==> config.mk <==
export PLATFORM = sky130hd
export DESIGN_NAME = xor_unfold_rx_flat
export DESIGN_NICKNAME = d
export VERILOG_FILES = /design/src/rtl/xor_unfold_if.sv /design/src/rtl/xor_unfold_rx.sv /design/src/flat_wrapper.sv
export SDC_FILE = /design/constraint.sdc
export NUM_CORES = 1
export LEC_CHECK = 0
export CORE_MARGIN = 2
export CORE_UTILIZATION = 60
export DETAILED_ROUTE_END_ITERATION = 10
export DONT_BUFFER_PORTS = 1
export GPL_ROUTABILITY_DRIVEN = 0
export PLACE_DENSITY_LB_ADDON = 0.25
export SLEW_MARGIN = 10
export SYNTH_ARGS = -nofsm -noshare
export SYNTH_HDL_FRONTEND = slang
export SYNTH_SLANG_ARGS = --single-unit
==> constraint.sdc <==
create_clock -name clk -period 4.19 [get_ports clk]
set_input_delay 0.838 -clock clk [delete_from_list [all_inputs] [get_ports clk]]
set_output_delay 0.838 -clock clk [all_outputs]
set_load 0.005 [all_outputs]
==> src/rtl/xor_unfold_if.sv <==
// Valid/ready bundle for the XOR-unfold receiver: byte stream in, reconstructed word pair out.
// master = stream source / pair consumer, slave = the receiver block.
interface xor_unfold_if #(
    parameter int HALF_W = 8,
    parameter int CNT_W  = 16
);
    logic                  in_valid;
    logic                  in_ready;
    logic [HALF_W-1:0]     in_data;
    logic                  out_valid;
    logic                  out_ready;
    logic [2*HALF_W-1:0]   out_a;
    logic [2*HALF_W-1:0]   out_b;
    logic [CNT_W-1:0]      frame_cnt;
    logic                  chk_err;

    modport master (
        output in_valid, in_data, out_ready,
        input  in_ready, out_valid, out_a, out_b, frame_cnt, chk_err
    );

    modport slave (
        input  in_valid, in_data, out_ready,
        output in_ready, out_valid, out_a, out_b, frame_cnt, chk_err
    );
endinterface

==> src/rtl/xor_unfold_rx.sv <==
// Receive side of the 16-bit XOR-fold link: rebuilds {hi, fold^hi} word pairs from a byte stream.
// Optional check-byte stage enabled by defining XOR_UNFOLD_CHK_EN.
module xor_unfold_rx #(
    parameter int HALF_W = 8,
    parameter int CNT_W  = 16
) (
    input  logic         clk,
    input  logic         rst,
    xor_unfold_if.slave  bus
);
    localparam int WORD_W = 2 * HALF_W;

    typedef enum logic [2:0] {
        S_AHI   = 3'd0,
        S_AFOLD = 3'd1,
        S_BHI   = 3'd2,
        S_BFOLD = 3'd3
`ifdef XOR_UNFOLD_CHK_EN
        , S_CHK = 3'd4
`endif
    } state_t;

    function automatic logic [WORD_W-1:0] unfold(input logic [HALF_W-1:0] hi,
                                                 input logic [HALF_W-1:0] fold);
        return {hi, fold ^ hi};
    endfunction

`ifdef XOR_UNFOLD_CHK_EN
    function automatic logic check_bad(input logic [HALF_W-1:0] afold,
                                       input logic [HALF_W-1:0] bfold,
                                       input logic [HALF_W-1:0] chk);
        return chk != (afold ^ bfold);
    endfunction
`endif

    state_t              state_q, state_d;
    logic                final_st;
    logic                in_ready_c;
    logic                beat;
    logic                final_acc;

    logic [HALF_W-1:0]   ahi_q;
    logic [HALF_W-1:0]   afold_q;
    logic [HALF_W-1:0]   bhi_q;
`ifdef XOR_UNFOLD_CHK_EN
    logic [HALF_W-1:0]   bfold_q;
    logic                chk_err_q, chk_err_d;
`endif

    logic                out_valid_q, out_valid_d;
    logic [WORD_W-1:0]   out_a_q, out_a_d;
    logic [WORD_W-1:0]   out_b_q, out_b_d;
    logic [CNT_W-1:0]    frame_cnt_q, frame_cnt_d;

    always_ff @(posedge clk) begin
        if (rst) begin
            state_q <= S_AHI;
        end else begin
            state_q <= state_d;
        end
    end

    always_comb begin
        state_d = state_q;
        if (beat) begin
            case (state_q)
                S_AHI:   state_d = S_AFOLD;
                S_AFOLD: state_d = S_BHI;
                S_BHI:   state_d = S_BFOLD;
`ifdef XOR_UNFOLD_CHK_EN
                S_BFOLD: state_d = S_CHK;
                S_CHK:   state_d = S_AHI;
`else
                S_BFOLD: state_d = S_AHI;
`endif
                default: state_d = S_AHI;
            endcase
        end
    end

    // Only the last beat of a frame waits on the output register; earlier beats land in staging.
    always_comb begin
`ifdef XOR_UNFOLD_CHK_EN
        final_st = (state_q == S_CHK);
`else
        final_st = (state_q == S_BFOLD);
`endif
        in_ready_c = final_st ? (~out_valid_q | bus.out_ready) : 1'b1;
        beat       = bus.in_valid & in_ready_c;
        final_acc  = beat & final_st;
    end

    always_ff @(posedge clk) begin
        if (rst) begin
            ahi_q   <= '0;
            afold_q <= '0;
            bhi_q   <= '0;
`ifdef XOR_UNFOLD_CHK_EN
            bfold_q <= '0;
`endif
        end else if (beat) begin
            case (state_q)
                S_AHI:   ahi_q   <= bus.in_data;
                S_AFOLD: afold_q <= bus.in_data;
                S_BHI:   bhi_q   <= bus.in_data;
`ifdef XOR_UNFOLD_CHK_EN
                S_BFOLD: bfold_q <= bus.in_data;
`endif
                default: ;
            endcase
        end
    end

    // A new pair may load in the same cycle the consumer takes the old one.
    always_comb begin
        out_valid_d = out_valid_q;
        out_a_d     = out_a_q;
        out_b_d     = out_b_q;
        frame_cnt_d = frame_cnt_q;
`ifdef XOR_UNFOLD_CHK_EN
        chk_err_d   = chk_err_q;
`endif
        if (final_acc) begin
            out_valid_d = 1'b1;
            out_a_d     = unfold(ahi_q, afold_q);
`ifdef XOR_UNFOLD_CHK_EN
            out_b_d     = unfold(bhi_q, bfold_q);
            chk_err_d   = check_bad(afold_q, bfold_q, bus.in_data);
`else
            out_b_d     = unfold(bhi_q, bus.in_data);
`endif
            frame_cnt_d = frame_cnt_q + CNT_W'(1);
        end else if (out_valid_q && bus.out_ready) begin
            out_valid_d = 1'b0;
        end
    end

    always_ff @(posedge clk) begin
        if (rst) begin
            out_valid_q <= 1'b0;
            out_a_q     <= '0;
            out_b_q     <= '0;
            frame_cnt_q <= '0;
`ifdef XOR_UNFOLD_CHK_EN
            chk_err_q   <= 1'b0;
`endif
        end else begin
            out_valid_q <= out_valid_d;
            out_a_q     <= out_a_d;
            out_b_q     <= out_b_d;
            frame_cnt_q <= frame_cnt_d;
`ifdef XOR_UNFOLD_CHK_EN
            chk_err_q   <= chk_err_d;
`endif
        end
    end

    assign bus.in_ready  = in_ready_c;
    assign bus.out_valid = out_valid_q;
    assign bus.out_a     = out_a_q;
    assign bus.out_b     = out_b_q;
    assign bus.frame_cnt = frame_cnt_q;
`ifdef XOR_UNFOLD_CHK_EN
    assign bus.chk_err   = chk_err_q;
`else
    assign bus.chk_err   = 1'b0;
`endif
endmodule

==> src/flat_wrapper.sv <==
// flat-port wrapper written by rule: the top's interface ports become plain ports
module xor_unfold_rx_flat 
#(
    parameter int HALF_W = 8,
    parameter int CNT_W  = 16
)
  (clk, rst, bus_in_valid, bus_in_data, bus_out_ready, bus_in_ready, bus_out_valid, bus_out_a, bus_out_b, bus_frame_cnt, bus_chk_err);
  xor_unfold_if #(.HALF_W(HALF_W), .CNT_W(CNT_W)) bus_i ();
  input  logic clk;
  input  logic rst;
  input wire logic [$bits(bus_i.in_valid)-1:0] bus_in_valid;
  input wire logic [$bits(bus_i.in_data)-1:0] bus_in_data;
  input wire logic [$bits(bus_i.out_ready)-1:0] bus_out_ready;
  output wire logic [$bits(bus_i.in_ready)-1:0] bus_in_ready;
  output wire logic [$bits(bus_i.out_valid)-1:0] bus_out_valid;
  output wire logic [$bits(bus_i.out_a)-1:0] bus_out_a;
  output wire logic [$bits(bus_i.out_b)-1:0] bus_out_b;
  output wire logic [$bits(bus_i.frame_cnt)-1:0] bus_frame_cnt;
  output wire logic [$bits(bus_i.chk_err)-1:0] bus_chk_err;
  assign bus_i.in_valid = bus_in_valid;
  assign bus_i.in_data = bus_in_data;
  assign bus_i.out_ready = bus_out_ready;
  assign bus_in_ready = bus_i.in_ready;
  assign bus_out_valid = bus_i.out_valid;
  assign bus_out_a = bus_i.out_a;
  assign bus_out_b = bus_i.out_b;
  assign bus_frame_cnt = bus_i.frame_cnt;
  assign bus_chk_err = bus_i.chk_err;
  xor_unfold_rx #(.HALF_W(HALF_W), .CNT_W(CNT_W)) u_core (.clk(clk), .rst(rst), .bus(bus_i));
endmodule
==> impl_metrics.json, run 1 <==
{
  "synth-main-ff-cell": "dfxtp_1",
  "synthArstFlopShare": 0,
  "numCtsBuffers": 9,
  "dieArea_um2": 5620,
  "grt_use_met1": 0.275,
  "cts_htree_levels": 3,
  "drt_pass1_iterations": 4,
  "ys_seq_area_frac": 0.497,
  "ir_drop_uv": 308,
  "r2r_end": "u_core.bus.out_a[1]$_SDFFE_PP0P_",
  "ys_ff_latch": 75,
  "fin_crit_sh": 0.489,
  "hold_viol": 0,
  "synth.top_cells.by_count": "dfxtp_1 (75), nor2_1 (54), nand2_1 (40)",
  "setup_viol": 0,
  "worstPathMaxFanout": 6,
  "grt_usage": 0.211,
  "nFillCells": 404,
  "slew_headroom": 0.305,
  "fp.dieW_um": 74.9,
  "drt-initial-drc-count": 153,
  "multi_input_area_um2": 1430,
  "crit_chain": "ha_1, nand3b_1",
  "endpoint_kind": "output port",
  "synthCells": 329,
  "placed_area_um2": 3030,
  "first_global_vias": 1870,
  "viasPerCell": 5.48,
  "syn_nets": 347,
  "rrSetupSlack_ns": 2.17,
  "dr_total_vias": 2154,
  "period_needed_ns": 2.05,
  "cts_tree": "yes",
  "r2r_cells": 5,
  "routed_wl_um": 5630,
  "slew_violations": 0,
  "holdCritPathClass": "reg2reg",
  "worstPathRequired_ns": 3.35,
  "initial_core_util": 0.631,
  "num_rows": 25,
  "die_h_um": 74.9,
  "powerDensity_nw_per_um2": 431,
  "whs_ns": 0.473,
  "clock_latency_ns": 0.35,
  "fin_tns_setup_ns": 0,
  "grt_first_pass_wirelength_um": 8850,
  "grt_max_degree": 79,
  "syn_avg_cell_area_um2": 9.18,
  "reg2reg_from": "u_core.state_q[0]$_SDFFE_PP0N_",
  "max_cap_viol_count": 0,
  "cts.sinks": 75,
  "nets": 340,
  "critPathKind": "reg2out",
  "post-cts-setup-buffer-count": 0,
  "synth_edf_count": 0,
  "critPathLaunchType": "flip-flop",
  "status": "complete, no violations",
  "crit_slowest_cell": "dfxtp_1",
  "path_clk_slew_ns": 0.07,
  "yosysMostFrequentCell": "dfxtp_1",
  "cts_root_buffer": "clkbuf_8",
  "antenna_cells": 0,
  "synthTopCellsByArea": "dfxtp_1 (50%), mux2i_1 (8.0%), nor2_1 (6.7%), xnor2_1 (6.7%), nand2_1 (5.0%)",
  "whs_path_depth": 2,
  "pin_count": 63,
  "ys.warnings.count": 0,
  "grt_use_met2": 0.313,
  "cts_hold_buffers": 0,
  "finClkSkew_ns": 0.00784,
  "drcViolationCount": 0,
  "clock_path_buffers": 2,
  "antenna_left": 0,
  "synth_top_area_share": 0.497,
  "synth.largest_area_cell": "dfxtp_1",
  "worst_pin_slew_ns": 1.04,
  "cpPeakStageDelay_ns": 0.41,
  "holdPathEnd": "u_core.bus.out_b[11]$_SDFFE_PP0P_",
  "grt-ovfl-total": 0,
  "antenna_found_initial": 0,
  "areaGrowthSynthToFinish_pct": 7.42,
  "design_area_um2": 3240,
  "met3_usage": 0.0602,
  "drive_above_1_share": 0.0706,
  "max_freq_mhz": 488,
  "gr-max-usage-layer": "met2",
  "core-area_um2": 4790,
  "synth_cell_types": 37,
  "wl_per_cell_um": 14.3,
  "place_hpwl_um": 3620,
  "port_buffers": 0,
  "cts-resized-gates": 0,
  "finish.utilization": 0.678,
  "arrival_ns": 1.21,
  "synth_area_um2": 3020,
  "min_from": "u_core.bus.out_b[11]$_SDFFE_PP0P_",
  "rsz0062_at_grt": "no",
  "regArea_um2": 1500,
  "leakage_nw": 1.21
}
-- layout by cell type, fill, tap and decap left out, types with 2 or more instances in the layout --
master and count:
dfxtp_1 75, nor2_1 53, nand2_1 40, mux2i_1 24, a21oi_1 23, xnor2_1 23
a211oi_1 16, nand3_1 11, clkbuf_8 9, ha_1 6, nor2b_1 4, inv_1 3
nor3_1 3, or3_1 3, mux2_2 3, nand4_1 2, and4_1 2, nor4b_1 2
nor4_1 2, bufinv_16 2
-- per-stage QoR --
| step | instances | power [W] | setup slack [ns] |
|---|---|---|---|
| 2_1_floorplan | 329 | 0.000817 | 1.93 |
| 3_3_place_gp | 378 | 0.000815 | 1.94 |
| 3_5_place_dp | 378 | 0.000818 | 1.92 |
| 4_1_cts | 393 | 0.00141 | 2.13 |
| 5_1_grt | 393 | 0.00144 | 1.96 |
| 6_report | 393 | 0.00140 | 2.14 |
-- report_power, final --
part           total (W)  switching, W  internal [W]
combinational  0.0000606     0.0000295     0.0000311
clock           0.000596      0.000262      0.000334
sequential      0.000741     0.0000136      0.000727
-- metal layers --
layer | wire, um | up-vias
met1 | 2600 | 996
met5 | 0 | -
li1 | - | 1101
met2 | 2540 | 47
met3 | 371 | 10
met4 | 112 | 0
-- worst max path at each step --
stage,start,endpoint,slack [ns],depth (start not counted)
3_3_place_gp,bus_out_ready,u_core.bus.frame_cnt[11]$_SDFFE_PP0P_,1.94,4
6_report,u_core.state_q[0]$_SDFFE_PP0N_,bus_in_ready,2.14,2
5_1_grt,u_core.state_q[0]$_SDFFE_PP0N_,u_core.bus.out_a[4]$_SDFFE_PP0P_,1.96,5
4_1_cts,u_core.state_q[0]$_SDFFE_PP0N_,bus_in_ready,2.13,2
3_5_place_dp,bus_out_ready,u_core.bus.frame_cnt[11]$_SDFFE_PP0P_,1.92,4
2_1_floorplan,bus_in_valid,u_core.bus.frame_cnt[14]$_SDFFE_PP0P_,1.93,6
-- registers in the layout (all words and copies together), names as in the netlist --
name	cells
u_core.afold_q	8
u_core.bus.out_b	16
u_core.bus.frame_cnt	16
u_core.bhi_q	8
u_core.bus.out_valid	1
u_core.state_q	2
u_core.ahi_q	8
u_core.bus.out_a	16
-- worst max-delay path: cells and delay by family, from the launching register on --
family        cells  cell delay (ns)
fa+ha+maj         1             0.23
flops             1             0.41
simple gates      1             0.23
-- final cells by class --
type | instances | share of cell area
sequential | 75 | 0.463
clock inverter | 6 | 0.0278
multi-input combinational | 233 | 0.442
inverter | 3 | 0.00347
clock buffer | 9 | 0.0382
tap | 67 | 0.0258
-- kinds of logic after synthesis --
group,synth area share
simple gates,0.195
flops,0.497
compound gates,0.0908
mux,0.0908
xor+xnor,0.0696
buf+inv,0.0307
fa+ha+maj,0.0249
other cells,0.00124
No activity file was read; power rests on OpenSTA's default activity.
==> run 2: changes to the inputs <==
clock period = 1.89 ns   (was 4.19 ns; I/O delays follow)
==> run 2 against run 1 <==
Net effect: critical path depth increased by 3; clock skew decreased by 0.0031 ns; core utilization increased by 3.1 points; setup slack got worse by 2.0 ns; sequential power increased by 120%; die area unchanged; register-to-register slack got worse by 2.1 ns; first-iteration DRC count decreased by 2.6%; highest routed layer unchanged.
==> impl_metrics.json, run 2 (synthesized netlist as in run 1, its figures left out) <==
{
  "place_hpwl_um": 4070,
  "clock_path_buffers": 2,
  "cpPeakStageDelay_ns": 0.51,
  "r2r_end": "u_core.bus.frame_cnt[14]$_SDFFE_PP0P_",
  "dr_total_vias": 2284,
  "cp-startpoint": "u_core.state_q[0]$_SDFFE_PP0N_",
  "clock_latency_ns": 0.34,
  "antenna_cells": 0,
  "crit_chain": "ha_1, nand2_2, or3_1, or4_1, a21oi_1",
  "endpoint_kind": "flip-flop",
  "core-area_um2": 4790,
  "whs_ns": 0.101,
  "initial_core_util": 0.631,
  "drcViolationCount": 0,
  "rsz0062_at_grt": "no",
  "drive_above_1_share": 0.125,
  "areaGrowthSynthToFinish_pct": 12.4,
  "antenna_found_initial": 0,
  "grt_max_degree": 79,
  "reg2reg_from": "u_core.state_q[0]$_SDFFE_PP0N_",
  "cts_root_buffer": "clkbuf_8",
  "cts.sinks": 75,
  "routed_wl_um": 6240,
  "grt_usage": 0.242,
  "leakage_nw": 1.30,
  "rrSetupSlack_ns": 0.09,
  "port_buffers": 0,
  "critPathKind": "reg2reg",
  "grt_use_met2": 0.372,
  "crit_slowest_cell": "or4_1",
  "regArea_um2": 1500,
  "first_global_vias": 2184,
  "multi_input_area_um2": 1440,
  "finClkSkew_ns": 0.00470,
  "r2r_cells": 5,
  "crit_path_end": "u_core.bus.frame_cnt[14]$_SDFFE_PP0P_",
  "status": "complete, no violations",
  "period_needed_ns": 1.80,
  "met3_usage": 0.0803,
  "numCtsBuffers": 9,
  "gr-max-usage-layer": "met2",
  "fin_tns_setup_ns": 0,
  "nets": 358,
  "fp.dieW_um": 74.9,
  "slew_violations": 0,
  "worstPathRequired_ns": 2.17,
  "powerDensity_nw_per_um2": 903,
  "grt_use_met1": 0.309,
  "max_freq_mhz": 556,
  "ir_drop_uv": 648,
  "final_cell_mix": "dfxtp_1 (75), nor2_1 (53), nand2_1 (40)",
  "pin_count": 63,
  "max_cap_viol_count": 0,
  "drt_pass1_iterations": 4,
  "cts_htree_levels": 3,
  "worstPathMaxFanout": 7,
  "grt-ovfl-total": 0,
  "dieArea_um2": 5620,
  "cts_tree": "yes",
  "setup_viol": 0,
  "final_common_cell": "dfxtp_1",
  "holdCritPathClass": "in2reg",
  "viasPerCell": 5.54,
  "die_h_um": 74.9,
  "antenna_left": 0,
  "hold_viol": 0,
  "nFillCells": 382,
  "fin_crit_sh": 0.951,
  "power.total_w": 0.00306,
  "path_clk_slew_ns": 0.08,
  "min_from": "rst",
  "grt_first_pass_wirelength_um": 10200,
  "arrival_ns": 2.08,
  "wl_per_cell_um": 15.1,
  "num_rows": 25,
  "drt-initial-drc-count": 149,
  "critPathLaunchType": "flip-flop"
}
==> run 2: cell count changes in the layout (fill, tap and decap cells not counted), sizes merged <==
| cell | delta |
|---|---|
| buf | +18 |
| clkbuf | +2 |
| bufinv | -1 |
==> run 2: per-stage QoR <==
stage	cells	cell area [um^2]	util	setup slack, ns
4_1_cts	411	3380	0.706	0.0824
5_1_grt	412	3390	0.709	0.0198
3_5_place_dp	395	3170	0.662	0.122
6_report	412	3390	0.709	0.0921
2_1_floorplan	329	3020	-	0.0331
3_3_place_gp	395	3170	0.662	0.198
==> run 2: what timing repair did <==
action                     4_1_cts  5_1_grt
setup buffers                    0        1
hold buffers                     0        0
setup endpoints to repair        0        1
resized for setup                0        1
==> run 2: area by class of cell <==
class | count | area share
multi-input cells | 233 | 0.424
flip-flops and latches | 75 | 0.442
inverters | 3 | 0.00332
clock inverters | 5 | 0.0177
repair buffers | 18 | 0.0435
clock buffers | 11 | 0.0446
well taps | 67 | 0.0247
==> run 2: worst min path at each step <==
stage / cells after the start / to
3_3_place_gp: 2 / u_core.bus.out_b[8]$_SDFFE_PP0P_
3_5_place_dp: 1 / u_core.bus.out_b[8]$_SDFFE_PP0P_
6_report: 1 / u_core.bus.out_b[9]$_SDFFE_PP0P_
5_1_grt: 1 / u_core.bus.frame_cnt[10]$_SDFFE_PP0P_
4_1_cts: 1 / u_core.bus.out_b[9]$_SDFFE_PP0P_
2_1_floorplan: 2 / u_core.bus.out_a[10]$_SDFFE_PP0P_
==> run 2: worst max-delay path: cells and delay by family, from the launching register on <==
family,cells,cell delay [ns]
adders and majority gates,1,0.22
and+or+nand+nor,3,1.02
AOI/OAI and AO/OA,1,0.14
DFF,1,0.35
==> run 2: routing by layer <==
metal / wire (um) / up-vias
li1: - / 1133
met5: 0 / -
met4: 118 / 0
met2: 2950 / 57
met1: 2740 / 1084
met3: 424 / 10
==> run 2: report_power, final <==
group	internal (W)	leakage [nW]	switching (W)
Sequential	0.00161	0.606	0.0000283
Clock	0.000686	0.106	0.000586
Combinational	0.0000797	0.586	0.0000713
Total	0.00238	1.30	0.000686
==> run 3: changes to the inputs <==
ABC_AREA = 1   (was default)
==> run 3 against run 2 <==
Net effect: sequential cell count is the same; setup slack better by 0.26 ns; power rose by 1.3%; synthesized cell count increased by 28%.
==> impl_metrics.json, run 3 <==
{
  "status": "complete, no violations",
  "clock_latency_ns": 0.34,
  "slew_violations": 0,
  "p_sw_w": 0.000691,
  "numCtsBuffers": 9,
  "cts_tree": "yes",
  "synth-main-ff-cell": "dfxtp_1",
  "clock_path_buffers": 2,
  "ys.warnings.count": 0,
  "swShare": 0.222,
  "worstPathMaxFanout": 55,
  "wl_met3_um": 470,
  "path_clk_slew_ns": 0.07,
  "r2r_cells": 7,
  "cts.sinks": 75,
  "syn_nets": 438,
  "combPwrFrac": 0.060,
  "dr_total_vias": 2601,
  "drive_above_1_share": 0.0887,
  "nFillCells": 468,
  "fin_crit_sh": 0.814,
  "post-cts-setup-buffer-count": 0,
  "cts-resized-gates": 0,
  "rrSetupSlack_ns": 0.35,
  "powerDensity_nw_per_um2": 914,
  "final_common_cell": "nand2_1",
  "pin_count": 63,
  "syn_avg_cell_area_um2": 7.62,
  "synth.top_cells.by_count": "nand2_1 (88), dfxtp_1 (75), a21oi_1 (73)",
  "cts_root_buffer": "clkbuf_8",
  "regArea_um2": 1500,
  "synth_top_area_share": 0.469,
  "pre_cts_slack_ns": 0.380,
  "rsz0062_at_grt": "no",
  "synthCells": 420,
  "routed_wl_um": 6730,
  "place_hpwl_um": 4500,
  "nets": 430,
  "max_cap_viol_count": 0,
  "ir_drop_uv": 656,
  "cts_hold_buffers": 0,
  "finClkSkew_ns": 0.00606,
  "holdCritPathClass": "in2reg",
  "die_h_um": 77.0,
  "synth_cell_types": 28,
  "ys_seq_area_frac": 0.469,
  "synth_area_um2": 3200,
  "arrival_ns": 1.78,
  "fin_ws_ns": 0.352,
  "first_global_vias": 2360,
  "cp-startpoint": "u_core.state_q[0]$_SDFFE_PP0N_",
  "yosysMostFrequentCell": "nand2_1",
  "core-area_um2": 5140,
  "grt_max_degree": 56,
  "areaGrowthSynthToFinish_pct": 6.18,
  "dieArea_um2": 5930,
  "period_needed_ns": 1.54,
  "drt_pass1_iterations": 5,
  "whs_ns": 0.0917,
  "fp.dieW_um": 77.0,
  "power.total_w": 0.00310,
  "grt_usage": 0.241,
  "grt_first_pass_wirelength_um": 11300,
  "critPathKind": "reg2reg",
  "seqPwrFrac": 0.533,
  "num_rows": 26,
  "synth.largest_area_cell": "dfxtp_1",
  "drt-met1-wl_um": 3020,
  "port_buffers": 0,
  "drcViolationCount": 0,
  "final_cell_mix": "nand2_1 (88), dfxtp_1 (75), a21oi_1 (73)",
  "antenna_left": 0,
  "worstPathRequired_ns": 2.13,
  "cts_htree_levels": 3,
  "p_int_w": 0.00241,
  "hold_viol": 0,
  "reg2reg_from": "u_core.state_q[0]$_SDFFE_PP0N_",
  "wl_per_cell_um": 13.8,
  "grt-ovfl-total": 0,
  "initial_core_util": 0.622,
  "drt-initial-drc-count": 121,
  "r2r_end": "u_core.bus.frame_cnt[6]$_SDFFE_PP0P_",
  "setup_viol": 0,
  "max_freq_mhz": 650,
  "critPathLaunchType": "flip-flop",
  "synth_edf_count": 0,
  "crit_path_end": "u_core.bus.frame_cnt[6]$_SDFFE_PP0P_",
  "synthTopCellsByArea": "dfxtp_1 (47%), a21oi_1 (11%), nand2_1 (10%), nand3_1 (5.9%), nor2_1 (4.3%)",
  "antenna_cells": 0,
  "synthArstFlopShare": 0,
  "antenna_found_initial": 0,
  "topRoutingLayerUsed": "met4",
  "endpoint_kind": "flip-flop",
  "fin_tns_setup_ns": 0,
  "multi_input_area_um2": 1460,
  "met2_wirelength_um": 3180,
  "viasPerCell": 5.34,
  "ys_ff_latch": 75,
  "leakage_nw": 1.26,
  "power_frac_clock": 0.407
}
-- run 3: cell types whose count changed in the layout (fill, tap and decap cells not counted), moves of 19 or more --
cell	delta
o21ai_0	+24
nand2_1	+48
mux2i_1	-24
inv_1	+19
a21oi_1	+50
nand3_1	+27
-- run 3: how the worst min path moves through the flow --
stage | to | cells past startpoint | startpoint | slack [ns]
after detailed placement | u_core.bhi_q[4]$_SDFFE_PP0P_ | 1 | rst | 0.45
after global routing | u_core.bus.out_b[10]$_SDFFE_PP0P_ | 1 | rst | 0.06
after global placement | u_core.bus.out_b[8]$_SDFFE_PP0P_ | 1 | rst | 0.45
after floorplan | u_core.bus.out_a[14]$_SDFFE_PP0P_ | 2 | u_core.ahi_q[6]$_SDFFE_PP0P_ | 0.45
final | u_core.bus.out_b[11]$_SDFFE_PP0P_ | 1 | rst | 0.09
after CTS | u_core.bhi_q[2]$_SDFFE_PP0P_ | 1 | rst | 0.08
-- run 3: routing by layer --
layer	vias to the layer above	global-route usage
li1	1361	-
met1	1173	0.302
met2	61	0.374
met3	6	0.107
met4	0	0.0786
met5	-	0
-- run 3: metrics by stage --
step                      cell area [um^2]  cells  utilization
final                                 3400    487        0.661
after global routing                  3400    487        0.661
after CTS                             3400    487        0.661
after detailed placement              3190    471        0.621
after global placement                3190    471        0.621
after floorplan                       3200    420            -
-- run 3: area by class of cell --
class                           instances  area share
Sequential cell                        75       0.442
Tap cell                               70      0.0258
Multi-Input combinational cell        297       0.430
Clock buffer                           15      0.0519
Clock inverter                          1     0.00884
Inverter                               26      0.0309
Timing Repair Buffer                    3      0.0103
-- run 3: critical path: stages (launching register included) --
cell and delay (ns):
dfxtp_1 0.41, ha_1 0.25, nand3_4 0.10, inv_4 0.16, buf_12 0.26, nand3_1 0.12, nand2_1 0.08, nor2_1 0.04
-- run 3: logic make-up (layout without fill, tap and decap cells) --
logic type / after synthesis / after routing / synth area share
adder cells (fa/ha/maj): 6 / 6 / 0.0235
AO/OA/AOI/OAI: 99 / 99 / 0.156
flip-flops: 75 / 75 / 0.469
XOR/XNOR: 8 / 8 / 0.0219
buffers and inverters: 48 / 45 / 0.0739
AND/OR/NAND/NOR: 183 / 183 / 0.255
other: 1 / 1 / 0.00117
-- run 3: power by group through the flow --
| stage | sequential [W] | combinational (W) | clock [W] |
|---|---|---|---|
| final | 0.00166 | 0.000187 | 0.00126 |
| after global routing | 0.00166 | 0.000209 | 0.00136 |
| after CTS | 0.00166 | 0.000186 | 0.00129 |
| after detailed placement | 0.00169 | 0.000185 | 0 |
| after global placement | 0.00169 | 0.000180 | 0 |
| after floorplan | 0.00168 | 0.000172 | 0 |
